**src/rtl/fp_division.sv**
```systemverilog
// rtl/fp_division.sv - sequential restoring radix-2 divider for unsigned 3Qp operands
// One quotient bit per clock; start/ready/valid handshake with saturation on overflow and divide-by-zero.
module fp_division #(
   parameter int unsigned p = 22
) (
   input  logic             clk,
   input  logic             rst_n,
   input  logic             start,
   input  logic [3+p-1:0]   f1,
   input  logic [3+p-1:0]   f2,
   output logic             ready,
   output logic             valid,
   output logic [3+p-1:0]   q,
   output logic             ovf,
   output logic             dz
);

   localparam int unsigned W  = 3 + p;
   localparam int unsigned NW = W + p;
   localparam int unsigned CW = $clog2(NW + 1);
   localparam logic [CW-1:0] CNT_LAST = CW'(NW - 1);

   typedef enum logic [1:0] {
      IDLE,
      CALC,
      DONE
   } state_t;

   state_t state;
   state_t state_nxt;

   // The dividend shift register doubles as the quotient register: each CALC
   // cycle its MSB moves into the remainder and the new quotient bit enters at the LSB.
   logic [NW-1:0] n_sr;
   logic [W:0]    rem;
   logic [W-1:0]  f2_r;
   logic [CW-1:0] cnt;

   logic [W+1:0]  rem_sh;
   logic [W:0]    diff;
   logic          q_bit;
   logic [W:0]    rem_nxt;
   logic [NW-1:0] n_nxt;
   logic          accept;
   logic          last_step;

   always_ff @(posedge clk or negedge rst_n) begin
      if (!rst_n) begin
         state <= IDLE;
      end else begin
         state <= state_nxt;
      end
   end

   always_comb begin
      state_nxt = state;
      ready     = 1'b0;
      valid     = 1'b0;
      case (state)
         IDLE: begin
            ready = 1'b1;
            if (start) begin
               state_nxt = (f2 == '0) ? DONE : CALC;
            end
         end
         CALC: begin
            if (cnt == CNT_LAST) begin
               state_nxt = DONE;
            end
         end
         DONE: begin
            valid     = 1'b1;
            state_nxt = IDLE;
         end
         default: begin
            state_nxt = IDLE;
         end
      endcase
   end

   // The remainder stays below f2, so once the trial subtraction succeeds the
   // difference always fits in W+1 bits.
   always_comb begin
      rem_sh    = {rem, n_sr[NW-1]};
      q_bit     = (rem_sh >= {2'b00, f2_r});
      diff      = rem_sh[W:0] - {1'b0, f2_r};
      rem_nxt   = q_bit ? diff : rem_sh[W:0];
      n_nxt     = {n_sr[NW-2:0], q_bit};
      accept    = (state == IDLE) && start;
      last_step = (state == CALC) && (cnt == CNT_LAST);
   end

   always_ff @(posedge clk or negedge rst_n) begin
      if (!rst_n) begin
         n_sr <= '0;
         rem  <= '0;
         f2_r <= '0;
         cnt  <= '0;
         q    <= '0;
         ovf  <= 1'b0;
         dz   <= 1'b0;
      end else if (accept) begin
         n_sr <= {f1, {p{1'b0}}};
         rem  <= '0;
         f2_r <= f2;
         cnt  <= '0;
         if (f2 == '0) begin
            q   <= '1;
            ovf <= 1'b0;
            dz  <= 1'b1;
         end
      end else if (state == CALC) begin
         n_sr <= n_nxt;
         rem  <= rem_nxt;
         cnt  <= cnt + 1'b1;
         if (last_step) begin
            dz <= 1'b0;
            if (|n_nxt[NW-1:W]) begin
               q   <= '1;
               ovf <= 1'b1;
            end else begin
               q   <= n_nxt[W-1:0];
               ovf <= 1'b0;
            end
         end
      end
   end

endmodule
```
**config.mk**
```make
export PLATFORM = sky130hd
export DESIGN_NAME = fp_division
export DESIGN_NICKNAME = d
export VERILOG_FILES = /design/src/rtl/fp_division.sv
export SDC_FILE = /design/constraint.sdc
export NUM_CORES = 1
export LEC_CHECK = 0
export CAP_MARGIN = 15
export CORE_MARGIN = 8
export CORE_UTILIZATION = 35
export DETAILED_ROUTE_END_ITERATION = 16
export PLACE_DENSITY = 0.52
export SLEW_MARGIN = 40
export SYNTH_ARGS = -nofsm -noshare
export SYNTH_HDL_FRONTEND = slang
export SYNTH_SLANG_ARGS = --single-unit
```
**constraint.sdc**
```tcl
create_clock -name clk -period 4.8 [get_ports clk]
set_input_delay 0.48 -clock clk [delete_from_list [all_inputs] [get_ports clk]]
set_output_delay 0.48 -clock clk [all_outputs]
set_load 0.1 [all_outputs]
```
Yosys cells after proc, flatten, opt, wreduce, memory -nomap -nowiden
Index checks and enable logic that the tools add are counted.
{"block": "op_classes", "reduce_logical": 9, "muxes": 27, "n_lt_le_gt_ge": 1, "n_addsub": 2, "n_eq_ne": 6}
{"operator": "2-to-1 mux 25 bit", "count": 5}
{"operator": "2-to-1 mux 47 bit", "count": 2}
{"operator": "2-to-1 mux 26 bit", "count": 3}
{"operator": "greater-or-equal comparator 27 x 25 -> 1 bit", "count": 1}
{"operator": "subtractor 26 x 25 -> 26 bit", "count": 1}
{"operator": "zero test 25 bit", "count": 1}
{"operator": "OR reduction 22 bit", "count": 1}
{"operator": "2-to-1 mux 6 bit", "count": 2}
{"operator": "2-to-1 mux 1 bit", "count": 11}
{"operator": "adder 6 x 1 -> 6 bit (second input constant)", "count": 1}
{"operator": "== test 6 bit (second input constant)", "count": 1}
{"operator": "2-to-1 mux 2 bit", "count": 3}
{"operator": "inequality test 2 x 1 -> 1 bit (second input constant)", "count": 2}
{"operator": "case mux 2 bit (2 select lines)", "count": 1}
{"operator": "nonzero test 2 bit", "count": 2}
{"operator": "AND reduction 3 bit", "count": 1}
{"operator": "== test 2 x 1 -> 1 bit (second input constant)", "count": 1}
{"operator": "== test 2 bit (second input constant)", "count": 1}
{"operator": "logical AND 1 bit", "count": 2}
{"operator": "zero test 2 bit", "count": 1}
{"operator": "inequality test 2 bit (second input constant)", "count": 1}
{"operator": "AND reduction 2 bit", "count": 1}
{"block": "totals", "out_inout_bits": 29, "ff_bits": 133, "elab_cells": 53}

Depth between registers and ports, before layout
Gate-level depths: netlist of the first run.
{"block": "logic_depth", "word_depth": 5, "ltp_mapped": 12, "ltp_nobuf": 12}

Least setup slack after synthesis of the first run
Ideal clock, no wire load.
{"block": "synth_timing", "path_type": "register to register", "from": "reg state[1]", "to": "reg q[0]", "period_less_slack_ns": 3.104, "required_ns": 4.722, "stages_incl_launch_ff": 9, "arrival_time_ns": 3.027, "path_buffers": 2, "setup_ns": 0.078, "setup_slack_ns": 1.696, "cell_sequence": "dfrtp_1 > nor2_1 > and2_1 > clkbuf_1 > nand2_1 > nand2_1 > clkbuf_1 > nor2_1 > a21oi_1"}
{"block": "synth_between", "elab_chain_cells": 4, "elab_cells_between_ends": 9, "cone_classes": "2 x eq/ne; 1 x mux; 6 x reduce/logical"}
{"element": "start, declared", "line": "29", "rtl": "state_t state;"}
{"element": "start signal, assigned", "line": "51", "rtl": "state <= state_nxt;"}
{"element": "zero test 2 bit / == test 2 x 1 -> 1 bit (equally long branches)", "line": "89, 90, 112"}
{"element": "logical AND 1 bit, on equally long branches", "line": "89, 90"}
{"element": "inequality test 2 x 1 -> 1 bit (no line) / nonzero test 2 bit (equally long branches)"}
{"element": "AND reduction 3 bit (no line)"}
{"element": "end signal, assigned", "line": "122", "rtl": "q <= n_nxt[W-1:0];"}
{"element": "end, declared", "line": "13", "rtl": "output logic [3+p-1:0] q,"}
Several ways; a longest one is shown, not always the timed one.
A chain may end at the register's enable or synchronous reset.

Worst setup path after layout of the first run
{"block": "layout_timing", "from": "reg rem[11]", "to": "reg rem[23]"}
{"block": "layout_between", "elab_chain_cells": 4, "elab_cells_between_ends": 5, "cone_classes": "1 x add/sub; 1 x order compare; 3 x mux"}
{"element": "start, declared", "line": "35", "rtl": "logic [W:0] rem;"}
{"element": "start signal, assigned", "line": "114", "rtl": "rem <= rem_nxt;"}
{"element": "subtractor 26 x 25 -> 26 bit / greater-or-equal comparator 27 x 25 -> 1 bit (equally long branches)", "line": "86, 85"}
{"element": "2-to-1 mux 26 bit (*)", "line": "87", "rtl": "rem_nxt = q_bit ? diff : rem_sh[W:0];"}
{"element": "2-to-1 mux 26 bit (*)", "line": "112", "rtl": "end else if (state == CALC) begin"}
{"element": "2-to-1 mux 26 bit (*)", "line": "102", "rtl": "end else if (accept) begin"}
Every way passes the cells marked *; elsewhere a longest branch is shown, timed or not. The select of a mux whose other input is x is not followed.

==> results_dict.tcl, run 1 <==
set metrics [dict create \
    status "complete, no violations" \
    final.min_clock_period_ps 3386 \
    whs_ps 499.1 \
    crit_type "reg -> reg" \
    post_cts_buffers 0 \
    finalCritPeriodShare_pct 70.53 \
    fin_total_pwr_w 0.007150 \
    drive_gt1_share_pct 9.783 \
    ir_drop_mv 0.2890 \
    synth_top_area_share_pct 48.49 \
    cts_tree "done" \
    tightest_slew_ps 722.7 \
    regToRegStartpoint "rem[11]" \
    synth_fp_nets 832 \
    rsz0062_at_grt "no" \
    reg2reg_depth 9 \
    required_ps 5090 \
    cap_violations 0 \
    rrSetupSlack_ps 1410 \
    syn_inst 751 \
    grt_pass1_vias 5552 \
    final-max-slew-violation-count 0 \
    syn_area_per_cell_um2 9.140 \
    leakage_nw 3.736 \
    clk_path_buf_depth 2 \
    syn-cell-area_um2 6864 \
    overflow 0 \
    crit_family "compound AO/OA/AOI/OAI gates" \
    synth_edf_count 0 \
    die_h_um 156.0 \
    grt_max_degree 102 \
    synthTopCellsByArea "dfrtp_1 48%, nand2_1 7.7%, ha_1 4.9%, o21ai_0 4.0%, nand3_1 3.1%" \
    io_pins 82 \
    portBuffers 81 \
    cp_max_fo 14 \
    relSlewSlack_pct 51.37 \
    cts.clk_slew.worst_paths_ps 60 \
    vias 5607 \
    cp_slowest_cell "a211oi_4" \
    fp.dieW_um 156.0 \
    vias_per_cell 5.130 \
    hold_violations 0 \
    crit_buf_inv 1 \
    worstSetupStartpointType "flip-flop" \
    ys_ff_latch 133 \
    firstDrtPassIters 5 \
    postCtsResizedCells 0 \
    critPathArrivalTime_ps 3670 \
    critPathLaunch "rem[11]" \
    crit_end "rem[23]" \
    clock-sinks 133 \
    hold_class "reg -> reg" \
    drt-total-wl_um 17330 \
    coreArea_um2 19330 \
    dieArea_um2 24350 \
    synth_cell_types 57 \
    drcViolationCount 0 \
    setup_viol 0 \
    synth_ff_type "dfrtp_1" \
    n_antenna_cell 0 \
    slowest_delay_ps 650 \
    numCtsBuffers 17 \
    cp-end-kind "flip-flop" \
    timing.setup.tns_ps 0 \
    ant_nets 0 \
    drt_iter0_markers 436 \
    hpwlAfterDp_um 12050 \
    place_congestion 0.8991 \
    max_freq_ghz 0.2954 \
    area_delta_synth_final_pct 22.09 \
    antenna_found_initial 0 \
    cts_hold_buffers 0 \
    r2r-end "rem[23]" \
    root_buffer "clkbuf_16" \
    power.density_nw_per_um2 853.2 \
    worst-path-stages 9 \
    synth_top_area_cell "dfrtp_1" \
    htree_levels 4 \
    clkLatencyLatePin_ps 420 \
    yosys_warnings 0 \
    crit_chain "ha_1 > a211oi_1 > nor2_1 > o41ai_2 > o2111ai_1 > a211oi_4 > buf_4 > nand2b_1 > o211ai_1" \
    layout.nets 896 \
    grt_usage_pct 14.75 \
    ys_seq_area_share_pct 48.49 \
    async_flop_share_pct 100.0 \
    wl_per_cell_um 15.86 \
    rows 51 \
    grt_first_pass_wirelength_um 28810 \
    start_util_pct 35.50 \
    skew_ps 11.12 \
]
[worst min path at each step]
| stage | startpoint | to | depth (start not counted) |
|---|---|---|---|
| 2_1_floorplan | rst_n | cnt[0] | 0 |
| 3_3_place_gp | f2_r[0] | f2_r[0] | 2 |
| 3_5_place_dp | f2_r[0] | f2_r[0] | 2 |
| 4_1_cts | rst_n | f2_r[17] | 1 |
| 5_1_grt | f2_r[0] | f2_r[0] | 2 |
| 6_report | f2_r[0] | f2_r[0] | 2 |
[routing by layer]
metal / share of wire (%) / wire, um / GRT usage, % / vias up
li1: - / - / - / 2792
met1: 50 / 8678 / 20.32 / 2692
met2: 44 / 7701 / 22.05 / 99
met3: 3.2 / 559 / 2.715 / 24
met4: 2.3 / 393 / 6.701 / 0
met5: 0 / 0 / 0 / -
[metrics by stage]
step	std cells	setup slack (ps)	area [um2]	util, %
after floorplan	751	1696	6864	-
after CTS	1091	1397	8343	43.15
after detailed placement	1059	1444	7761	40.14
final	1093	1414	8381	43.34
after global placement	1059	1525	7899	40.85
after global routing	1093	1138	8381	43.34
[worst min-delay path, cell delays in order (launching register included)]
cell and delay [ps]:
dfrtp_1 350, nand2_1 50, nand2_1 60
[synth_stat cells, types with 6 or more instances]
| cell type | count |
|---|---|
| nor3_1 | 9 |
| a21o_1 | 14 |
| ha_1 | 27 |
| o21ai_0 | 55 |
| nand2_1 | 141 |
| nor2_1 | 29 |
| dfrtp_1 | 133 |
| a21oi_1 | 34 |
| inv_1 | 34 |
| o21ai_1 | 21 |
| clkbuf_1 | 36 |
| a22oi_1 | 24 |
| xnor2_1 | 11 |
| o211ai_1 | 10 |
| nand4_1 | 6 |
| nand3_1 | 42 |
| o22a_1 | 24 |
| nor4_1 | 12 |
| xor2_1 | 11 |
[cell usage in the layout, fill, tap and decap left out, types with 3 or more instances in the layout]
master | netlist | layout
o21a_1 | 4 | 4
xor2_1 | 11 | 11
nand3_1 | 42 | 42
clkinvlp_4 | 0 | 3
o211ai_1 | 10 | 10
inv_6 | 0 | 5
and3_1 | 5 | 5
nand2_1 | 141 | 140
o21bai_1 | 3 | 3
a21o_1 | 14 | 14
nor3_1 | 9 | 9
nor4_1 | 12 | 12
clkbuf_16 | 0 | 17
mux2i_1 | 4 | 4
a21oi_1 | 34 | 34
o21ai_0 | 55 | 55
nand4_1 | 6 | 6
clkdlybuf4s50_1 | 0 | 51
o31ai_1 | 3 | 3
o22a_1 | 24 | 24
nand2b_1 | 4 | 3
inv_1 | 34 | 34
a211oi_1 | 5 | 5
dfrtp_1 | 133 | 133
a22oi_1 | 24 | 24
buf_4 | 1 | 8
o21ai_1 | 21 | 21
a31oi_1 | 4 | 4
xnor2_1 | 11 | 11
buf_2 | 3 | 29
nor2_1 | 29 | 29
ha_1 | 27 | 27
[state kept, by name, indices dropped and copies added, names as in the netlist]
name,flops
n_sr,47
ovf,1
cnt,6
dz,1
state,2
rem,26
q,25
f2_r,25
[cells by family after synthesis]
family | synth area share, %
and+or+nand+nor | 16.55
AOI/OAI and AO/OA | 21.71
DFF | 48.49
buffers and inverters | 4.648
adders and majority gates | 5.213
xor gates and xnor gates | 2.807
muxes | 0.5833
[report_power, final]
part | internal, W | switching (W)
combinational | 0.00150 | 0.00239
clock | 0.000772 | 0.000511
sequential | 0.00164 | 0.000328
[final cells by class]
type | instances | area, um2
clock buffer | 19 | 432.9
clock inverter | 13 | 148.9
fill | 1889 | 10950
inverter | 35 | 131.4
multi-input combinational | 537 | 3239
sequential | 133 | 3328
tap | 265 | 331.6
timing repair buffer | 91 | 768.2
Note: power is estimated with default switching activity, not from simulation.
==> run 2, diff against run 1 <==
==> constraint.sdc (replaced) <==
create_clock -name clk -period 3.5 [get_ports clk]
set_input_delay 0.35 -clock clk [delete_from_list [all_inputs] [get_ports clk]]
set_output_delay 0.35 -clock clk [all_outputs]
set_load 0.1 [all_outputs]
==> run 2 against run 1 <==
  * Hold slack barely moved
  * Design area is essentially flat
  * First-iteration DRC count down 10%
  * Total power increased by 37%
  * Count of clock-buffer cells in the layout is 1 higher
  * Maximum frequency increased by 10%
  * Worst setup slack got worse by 990 ps
  * Via count increased by 0.34%
  * Critical endpoint is now rem[7]
  * Largest power group unchanged
  * Highest routed layer unchanged
==> results_dict.tcl, run 2 (synthesis gave the netlist of run 1 again) <==
set metrics [dict create \
    start_util_pct 35.50 \
    fin_area_um2 8379 \
    dp_cells 1064 \
    antenna_found_initial 1 \
    htree_levels 4 \
    power.density_nw_per_um2 1167 \
    worst-path-stages 9 \
    layout_commonest_cell "nand2_1" \
    holdPathStages 1 \
    drcViolationCount 0 \
    leakage_nw 3.756 \
    io_pins 82 \
    skew_ps 8.374 \
    root_buffer "clkbuf_16" \
    grt_usage_pct 14.93 \
    postCtsResizedCells 0 \
    fp.dieW_um 156.0 \
    grt_first_pass_wirelength_um 29250 \
    hold_violations 0 \
    hold_class "reg -> reg" \
    required_ps 3780 \
    clkLatencyLatePin_ps 430 \
    crit_family "compound AO/OA/AOI/OAI gates" \
    layout.nets 900 \
    top_layer "met4" \
    numCtsBuffers 17 \
    largest_reg_flops 47 \
    dieArea_um2 24350 \
    reg2reg_depth 9 \
    rows 51 \
    wl_met2_um 8031 \
    grt_pass1_vias 5638 \
    coreArea_um2 19330 \
    whs_ps 498.7 \
    post_cts_buffers 0 \
    worstSetupStartpointType "flip-flop" \
    final.min_clock_period_ps 3075 \
    fillers 1919 \
    area_delta_synth_final_pct 22.07 \
    wl_met1_um 8548 \
    tightest_slew_ps 682.1 \
    power_frac_clock_pct 17.5 \
    finalCritPeriodShare_pct 87.87 \
    vias_per_cell 5.124 \
    fin_total_pwr_w 0.009776 \
    clock-sinks 133 \
    portBuffers 81 \
    drive_gt1_share_pct 10.22 \
    crit_type "reg -> reg" \
    critPathArrivalTime_ps 3350 \
    setup_viol 0 \
    cp_max_fo 17 \
    place_congestion 0.8466 \
    cp-end-kind "flip-flop" \
    multi_input_area_um2 3237 \
    fin_cells 1098 \
    firstDrtPassIters 5 \
    wl_per_cell_um 15.91 \
    cts.clk_slew.worst_paths_ps 60 \
    final_cell_mix "141 x nand2_1, 133 x dfrtp_1, 55 x o21ai_0, 51 x clkdlybuf4s50_1, 42 x nand3_1" \
    overflow 0 \
    vias 5626 \
    cts_tree "done" \
    final-max-slew-violation-count 0 \
    crit_chain "ha_1 > a211oi_1 > nor2_1 > o41ai_2 > o2111ai_1 > a211oi_4 > buf_4 > mux2i_1 > o21ai_1" \
    switching_share_pct 45.78 \
    comb_power_share_pct 54.8 \
    place_area_um2 7805 \
    reg_top3 "n_sr (47), rem (26)" \
    die_h_um 156.0 \
    crit_buf_inv 1 \
    rsz0062_at_grt "no" \
    status "complete, no violations" \
    drt-total-wl_um 17470 \
    relSlewSlack_pct 54.53 \
    seqCellArea_um2 3328 \
    largest-register "n_sr" \
    cp_slowest_cell "a211oi_4" \
    ant_nets 0 \
    max_freq_ghz 0.3252 \
    internal-power_w 0.005301 \
    clk_path_buf_depth 2 \
    drt_iter0_markers 392 \
    slowest_delay_ps 490 \
    p_seq_share_pct 27.7 \
    p_sw_w 0.004476 \
    ir_drop_mv 0.3729 \
    timing.setup.tns_ps 0 \
    grt_max_degree 69 \
    wl_met3_um 582 \
    hpwlAfterDp_um 12540 \
    cap_violations 0 \
]
## run 2: cell count changes in the layout (fill, tap and decap cells not counted), sizes merged
cell	previous run	this run
clkinv	4	2
diode	0	1
bufinv	2	0
inv	39	45
buf	39	43
clkbuf	19	20
clkinvlp	3	0
## run 2: area by class of cell
class | count | area share, %
Tap cell | 265 | 3.957
Sequential cell | 133 | 39.72
Multi-Input combinational cell | 537 | 38.63
Inverter | 35 | 1.568
Clock buffer | 20 | 5.450
Timing Repair Buffer | 95 | 9.392
Antenna cell | 1 | 0.02986
Clock inverter | 12 | 1.254
## run 2: what timing repair did
action | in CTS | in global routing
hold endpoints to repair | 67 | 0
hold buffers | 1 | 0
setup endpoints to repair | 0 | 0
## run 2: per-stage QoR
stage | setup slack, ps | util, %
2_1_floorplan | 395.5 | -
3_3_place_gp | 605.0 | 41.11
3_5_place_dp | 471.8 | 40.37
4_1_cts | 456.2 | 43.32
5_1_grt | 233.8 | 43.34
6_report | 424.7 | 43.34
## run 2: path summary, 6_finish.rpt
path / startpoint / to / slack (ps)
worst max-delay path: rem[11] / rem[7] / 420
worst min-delay path: q[12] / q[12] / 500
worst max register to register: rem[11] / rem[7] / 420
worst min register to register: q[12] / q[12] / 500
max in group asynchronous: rst_n / cnt[3] / 2190
min in group asynchronous: rst_n / f2_r[16] / 510
## run 2: per-layer routing
metal	GRT usage, %	vias to the layer above
li1	-	2811
met1	20.39	2699
met2	22.82	96
met3	2.798	20
met4	6.054	0
met5	0	-
## run 2: power by group through the flow
| stage | clock [W] | sequential (W) | combinational [W] |
|---|---|---|---|
| floorplan | 0 | 0.00316 | 0.00375 |
| global placement | 0 | 0.00271 | 0.00534 |
| detailed placement | 0 | 0.00274 | 0.00535 |
| CTS | 0.00176 | 0.00271 | 0.00538 |
| global route | 0.00182 | 0.00280 | 0.00599 |
| finish | 0.00171 | 0.00271 | 0.00536 |
